===== src/rtl/mem_access_unit.sv =====
// mem_access_unit: MEM-stage data-cache port with request/response handshake,
// pipeline stall, load alignment/extension and access/stall counters.
module mem_access_unit (
   input  logic        clk,
   input  logic        rst_n,
   input  logic        valid,
   input  logic        mem_read,
   input  logic        mem_write,
   input  logic [3:0]  mem_byte_enable,
   input  logic [2:0]  funct3,
   input  logic [31:0] addr,
   input  logic [31:0] store_data,
   input  logic        flush,
   input  logic        dcache_resp,
   input  logic [31:0] dcache_rdata,
   output logic        dcache_read,
   output logic        dcache_write,
   output logic [31:0] dcache_address,
   output logic [3:0]  dcache_mbe,
   output logic [31:0] dcache_wdata,
   output logic        stall_mem,
   output logic [31:0] load_data,
   output logic        load_valid,
   output logic        misaligned,
   output logic [31:0] access_count,
   output logic [31:0] stall_count
);
   typedef enum logic [1:0] {IDLE, BUSY, DONE} state_t;
   state_t state, next_state;
   logic        acc, mis_cond, req, idle_req, accept;
   logic        l_rd, l_wr, l_flush;
   logic [2:0]  l_f3, c_f3;
   logic [1:0]  l_off, c_off;
   logic [3:0]  l_mbe;
   logic [31:0] l_addr, l_wdata, shifted, ext;
   // rst_n gates the combinational request path so outputs drop the moment reset asserts
   assign acc      = rst_n & valid & (mem_read | mem_write);
   assign mis_cond = (funct3[1:0] == 2'b10 && addr[1:0] != 2'b00) || (funct3[1:0] == 2'b01 && addr[0]);
   assign req      = acc & ~mis_cond & ~flush;
   assign idle_req = (state == IDLE) & req;
   assign accept   = dcache_resp & stall_mem;
   assign c_f3     = (state == IDLE) ? funct3 : l_f3;
   assign c_off    = (state == IDLE) ? addr[1:0] : l_off;
   assign shifted  = dcache_rdata >> {c_off, 3'b000};
   always_comb begin
      ext = c_f3[1] ? shifted :
            c_f3[0] ? {{16{~c_f3[2] & shifted[15]}}, shifted[15:0]} :
                      {{24{~c_f3[2] & shifted[7]}}, shifted[7:0]};
   end
   always_ff @(posedge clk or negedge rst_n) begin
      if (!rst_n) state <= IDLE;
      else        state <= next_state;
   end
   always_comb begin
      next_state = (state == DONE) ? IDLE :
                   (state == BUSY) ? (dcache_resp ? DONE : BUSY) :
                   idle_req        ? (dcache_resp ? DONE : BUSY) : IDLE;
   end
   always_comb begin
      dcache_read    = 1'b0;
      dcache_write   = 1'b0;
      dcache_address = 32'h0;
      dcache_mbe     = 4'h0;
      dcache_wdata   = 32'h0;
      stall_mem      = 1'b0;
      if (idle_req) begin
         dcache_read    = mem_read;
         dcache_write   = mem_write;
         dcache_address = {addr[31:2], 2'b00};
         dcache_mbe     = mem_byte_enable;
         dcache_wdata   = store_data << {addr[1:0], 3'b000};
         stall_mem      = 1'b1;
      end else if (state == BUSY) begin
         dcache_read    = l_rd;
         dcache_write   = l_wr;
         dcache_address = l_addr;
         dcache_mbe     = l_mbe;
         dcache_wdata   = l_wdata;
         stall_mem      = 1'b1;
      end
      misaligned = (state == IDLE) & acc & mis_cond;
      load_valid = (state == DONE) & l_rd & ~l_flush & ~flush;
   end
   always_ff @(posedge clk or negedge rst_n) begin
      if (!rst_n) begin
         l_rd         <= 1'b0;
         l_wr         <= 1'b0;
         l_flush      <= 1'b0;
         l_f3         <= 3'b0;
         l_off        <= 2'b0;
         l_mbe        <= 4'h0;
         l_addr       <= 32'h0;
         l_wdata      <= 32'h0;
         load_data    <= 32'h0;
         access_count <= 32'h0;
         stall_count  <= 32'h0;
      end else begin
         if (idle_req) begin
            l_rd    <= mem_read;
            l_wr    <= mem_write;
            l_flush <= 1'b0;
            l_f3    <= funct3;
            l_off   <= addr[1:0];
            l_mbe   <= mem_byte_enable;
            l_addr  <= {addr[31:2], 2'b00};
            l_wdata <= store_data << {addr[1:0], 3'b000};
         end else if (state == BUSY && flush) begin
            l_flush <= 1'b1;
         end
         if (accept) begin
            load_data    <= ext;
            access_count <= access_count + 32'd1;
         end
         if (stall_mem) stall_count <= stall_count + 32'd1;
      end
   end
endmodule


===== config.mk =====
export PLATFORM = sky130hd
export DESIGN_NAME = mem_access_unit
export DESIGN_NICKNAME = d
export VERILOG_FILES = /design/src/rtl/mem_access_unit.sv
export SDC_FILE = /design/constraint.sdc
export NUM_CORES = 1
export LEC_CHECK = 0
export BUFFER_PORTS_ARGS = -buffer_cell sky130_fd_sc_hd__buf_2
export CORE_ASPECT_RATIO = 1.2
export CORE_MARGIN = 2
export CORE_UTILIZATION = 54
export CTS_BUF_LIST = sky130_fd_sc_hd__clkbuf_4
export DETAILED_ROUTE_END_ITERATION = 10
export PLACE_DENSITY = 0.95
export SLEW_MARGIN = 5
export SYNTH_ARGS = -nofsm -noshare
export SYNTH_HDL_FRONTEND = slang
export SYNTH_SLANG_ARGS = --single-unit
export TNS_END_PERCENT = 30

===== constraint.sdc =====
create_clock -name clk -period 2.5 [get_ports clk]
set_input_delay 0.125 -clock clk [delete_from_list [all_inputs] [get_ports clk]]
set_output_delay 0.125 -clock clk [all_outputs]
set_load 0.02 [all_outputs]

Yosys cells after proc, flatten, opt, wreduce, memory -nomap -nowiden
Cells that the tools add are included.

word-level totals
  flip-flop bits (word level) = 172
  bits of input ports = 110

cells by class
  $add $sub $neg = 2
  bitwise operators = 18
  shift operators = 2
  equal/unequal tests = 4
  muxes and demuxes = 22
  reductions and logical operators = 7

operator list
  cell                                                  number
  2-to-1 mux 32 bit                                     6
  adder 32 x 1 -> 32 bit (second input constant)        2
  left shift 32 x 5 -> 32 bit                           1
  >> shifter 32 x 5 -> 32 bit                           1
  bitwise AND 1 bit                                     13
  2-to-1 mux 2 bit                                      5
  2-to-1 mux 1 bit                                      8
  2-to-1 mux 4 bit                                      2
  equality test 2 x 1 -> 1 bit (second input constant)  2
  equality test 2 bit (second input constant)           2
  NOT 1 bit                                             4
  nonzero test 2 bit                                    2
  logical AND 1 bit                                     3
  2-to-1 mux 3 bit                                      1
  zero test 2 bit                                       1
  logical OR 1 bit                                      1
  OR 1 bit                                              1

Depth between registers and ports, before layout
  depth after elaboration = 10
  depth in mapped cells = 9
  mapped depth without buffers = 6

Worst setup path after synthesis
No wires, ideal clock.

  path kind = register to output
  from = register state[0]
  to = output port dcache_wdata[10]
  stages on the path, launching flop included = 8
  arrival = 1877 ps
  path slack = 498 ps
  path buffers = 2
  data required time = 2375 ps
  cell sequence = dfrtp_1 -> or2_1 -> buf_6 -> nor3_4 -> nand2_1 -> nor2_2 -> buf_2 -> a22o_1

between the ends
  word-level cells in the longest chain between the ends = 3

RTL lines
  item                                                                    line    text
  start, declared                                                         29      state_t state, next_state;
  start signal, assigned                                                  52      else state <= next_state;
  equality test 2 x 1 -> 1 bit / zero test 2 bit (equally long branches)  73, 40
  2-to-1 mux 32 bit / bitwise AND 1 bit (equally long branches)           73, 40
  2-to-1 mux 32 bit (*)                                                   66      if (idle_req) begin
  end, declared                                                           20      output logic [31:0] dcache_wdata,

Every way passes the cells marked *; elsewhere a longest branch is shown, timed or not.

Final worst setup path
  from = register state[1]
  to = output port dcache_address[7]

between the ends
  word-level cells in the longest chain between the ends = 3

RTL lines
  item                                                                    line    text
  equality test 2 x 1 -> 1 bit / zero test 2 bit (equally long branches)  73, 40
  2-to-1 mux 32 bit / bitwise AND 1 bit (equally long branches)           73, 40
  2-to-1 mux 32 bit (*)                                                   66
  end, declared                                                           18      output logic [31:0] dcache_address,

Marks and branches as above.

==> impl_metrics.py <==
metrics = {
    "clock_tree": {
        "cts_buffer_depth": 2,
        "tritoncts": "done",
        "root_buffer": "clkbuf_4",
        "clk_latency_ps": 580,
        "cts_buffers": 17,
        "path_clk_slew_ps": 140,
        "clock_sinks": 172,
        "cts-htree-levels": 4,
    },
    "global_routing": {
        "grt_max_degree": 173,
        "met2_usage_pct": 56.9,
        "busiest_layer": "met2",
        "grt_use_met1_pct": 37.0,
        "track_usage_pct": 33.7,
        "grt_pass1_vias": 9492,
        "antenna_found_initial": 1,
        "use_met3_pct": 8.39,
        "gr-total-overflow": 0,
        "grt_first_pass_wirelength_mm": 47.8,
    },
    "synth": {
        "synth_ff_type": "dfrtp_1",
        "synth-edff-count": 0,
        "yosysTopAreaCellShare_pct": 47.5,
        "synth_seq_area_share_pct": 47.5,
        "synth_area_leaders": "dfrtp_1, nand2_1, xor2_1",
        "syn-cell-area_um2": 9070,
        "synth-seq-cells": 172,
        "synthCells": 983,
        "syn_avg_cell_area_um2": 9.22,
        "async_flop_share_pct": 100,
        "yosys.area.top_type": "dfrtp_1",
        "synth_cell_type_count": 63,
        "synth-warning-count": 0,
    },
    "floorplanning": {
        "fp-row-count": 51,
        "die_w_um": 122,
        "io_pins": 279,
        "core_um2": 16300,
        "dieArea_um2": 17800,
        "initial_core_util_pct": 55.5,
        "die_h_um": 146,
    },
    "timing": {
        "fmax_ghz": 0.395,
        "final.setup.worst_slack_ps": -31.9,
        "finalSetupTns_ps": -53.4,
        "hold_ws_ps": 66.9,
        "worst_pin_slew_ps": 958,
        "grt_setup_unrepaired": "yes",
        "hold_viol": 0,
        "post-route-min-period_ps": 2530,
        "final.period_utilization_pct": 101,
        "max-slew-margin-rel_pct": 36.1,
        "skew_ps": 21.6,
        "setup_violations": 2,
        "drv_slew": 0,
    },
    "routing": {
        "drt-pass1-iter-count": 8,
        "route.vias.total": 9631,
        "drtIter0Drc": 1129,
        "antenna_left": 0,
        "drt-vias-per-instance": 6.15,
        "drc": 0,
        "drt_wl_total_mm": 31.8,
        "routedWlPerCell_um": 20.3,
    },
    "worst_setup_path": {
        "cp-start-kind": "flip-flop",
        "crit_path_end_kind": "primary output",
        "crit_chain": "or2_4 > nor3_4 > and2_4 > clkbuf_16 > nand2_1 > nand2_1 > buf_6",
        "crit_fanout": 17,
        "worstSetupPathType": "reg2out",
        "crit_family": "simple AND/OR/NAND/NOR gates",
        "cp_slowest_cell": "dfrtp_1",
        "crit_buf_inv": 2,
        "cp.arrival_ps": 2410,
        "critPathRequiredTime_ps": 2380,
        "worstSetupPathDepth": 7,
        "critical_path.max_stage_delay_ps": 430,
        "crit_top_cell": "nand2_1",
        "reg2reg_depth": 7,
    },
    "flow_run": {
        "cap_viol_max_count": 0,
    },
    "power_and_ir_drop": {
        "combPwrFrac_pct": 30.1,
        "irDropWorstVdd_v": 0.000449,
        "switchingPower_mw": 2.92,
        "swShare_pct": 38.0,
        "power_mw": 7.68,
        "p_leak_nw": 6.46,
        "p_int_mw": 4.76,
        "power.density_nw_per_um2": 622,
        "p_clk_share_pct": 20.8,
        "p_seq_share_pct": 49.2,
    },
    "placement": {
        "dpl.hpwl_mm": 18.6,
        "place_area_um2": 10600,
        "gp_congestion": 0.887,
        "port_buffers": 276,
    },
    "finish": {
        "syn2layout_area_growth_pct": 36.1,
        "fillCellCount": 973,
        "drive_gt1_share_pct": 31.7,
        "final_area_um2": 12300,
        "fin_nets": 1452,
        "utilization_pct": 75.6,
    },
    "worst_hold_path": {
        "min_path_cells": 5,
        "hold_path_class": "in2reg",
    },
    "status": {
        "outcome": "complete, but fails checks",
        "failed_checks": "negative setup slack",
    },
}
synthesized netlist by cell type (all sizes together) (4+ instances only):
cell type and number:
inv 12, mux2 18, nor4 13, and4 5, a41oi 8, nand3 37, xnor2 25, xor2 37
nand2 286, nand4 29, a22o 32, nor3 25, o21ai 44, and3 4, a31oi 10, a21o 24
and2 5, dfrtp 172, a21oi 19, clkbuf 30, mux2i 17, buf 32, nor4b 13, nor2 51
a221oi 7
power by group through the flow:
stage | registers, mW | logic (mW) | clock network, mW
floorplan | 4.04 | 0.986 | 0
global placement | 3.76 | 1.95 | 0
detailed placement | 3.79 | 2.03 | 0
CTS | 3.74 | 2.17 | 1.61
global route | 3.83 | 2.49 | 1.72
finish | 3.78 | 2.31 | 1.60
tightest hold or removal path, stage by stage:
cell	delay [ps]
buf_2	110
nand3_2	100
nand3_1	90
nand3_1	110
nand2_1	60
layout by cell type (no fill, tap or decap), drive strengths merged, types with 18 or more instances in the layout:
cell type,n
a21o,24
a21oi,19
a22o,32
buf,300
clkbuf,21
dfrtp,172
dlygate4sd3,96
mux2,18
nand2,286
nand3,37
nand4,29
nor2,51
nor3,25
o21ai,44
xnor2,25
xor2,37
layer usage:
metal,share of wire (%),up-vias
met2,51,740
met3,8.8,210
li1,-,4114
met4,7.1,0
met5,0,-
met1,33,4567
cell families after synthesis:
family          after synthesis  share of synthesized area [%]
fa+ha+maj                     2                          0.276
simple gates                482                           25.0
buf+inv                      74                           3.85
flops                       172                           47.5
xor+xnor                     62                           5.99
other cells                   1                         0.0414
mux                          35                           4.15
compound gates              155                           13.2
state kept, by name (all words and copies together) (netlist names), 2 cells and up:
signal / count
state: 2
access_count: 32
l_addr: 30
l_f3: 3
l_mbe: 4
stall_count: 32
l_off: 2
l_wdata: 32
load_data: 32
final cells by class:
type / instances / area (µm²) / area share (%)
repair buffers: 399 / 2930 / 23.7
multi-input cells: 738 / 4530 / 36.7
well taps: 212 / 265 / 2.15
flip-flops and latches: 172 / 4300 / 34.9
clock inverters: 14 / 135 / 1.09
inverters: 12 / 45.0 / 0.365
diodes: 1 / 2.50 / 0.0203
clock buffers: 18 / 135 / 1.09
through the flow:
step / worst slack, ps / instances
2_1_floorplan: 498 / 984
3_3_place_gp: 334 / 1430
3_5_place_dp: 149 / 1430
4_1_cts: 20.3 / 1561
5_1_grt: -161 / 1566
6_report: -31.9 / 1566
timing repair:
action / CTS / global route
pin swaps: 2 / 3
endpoints found under the hold margin: 267 / 0
setup buffers: 3 / 1
gates resized for setup: 15 / 116
setup endpoints to repair: 69 / 57
hold buffers: 96 / 0
cloned: 0 / 3
worst paths after layout:
kind | startpoint | to | slack, ps
worst min register to register | access_count[31]$_DFFE_PN0P_ | access_count[31]$_DFFE_PN0P_ | 500
max in group asynchronous | rst_n | l_addr[30]$_DFFE_PN0P_ | 1520
min in group asynchronous | rst_n | stall_count[11]$_DFFE_PN0P_ | 240
worst max-delay path | state[1]$_DFF_PN0_ | dcache_address[7] | -30
worst min-delay path | dcache_rdata[15] | load_data[7]$_DFFE_PN0P_ | 70
worst max register to register | state[1]$_DFF_PN0_ | access_count[28]$_DFFE_PN0P_ | 50
Power figures use the tool's default switching activity.
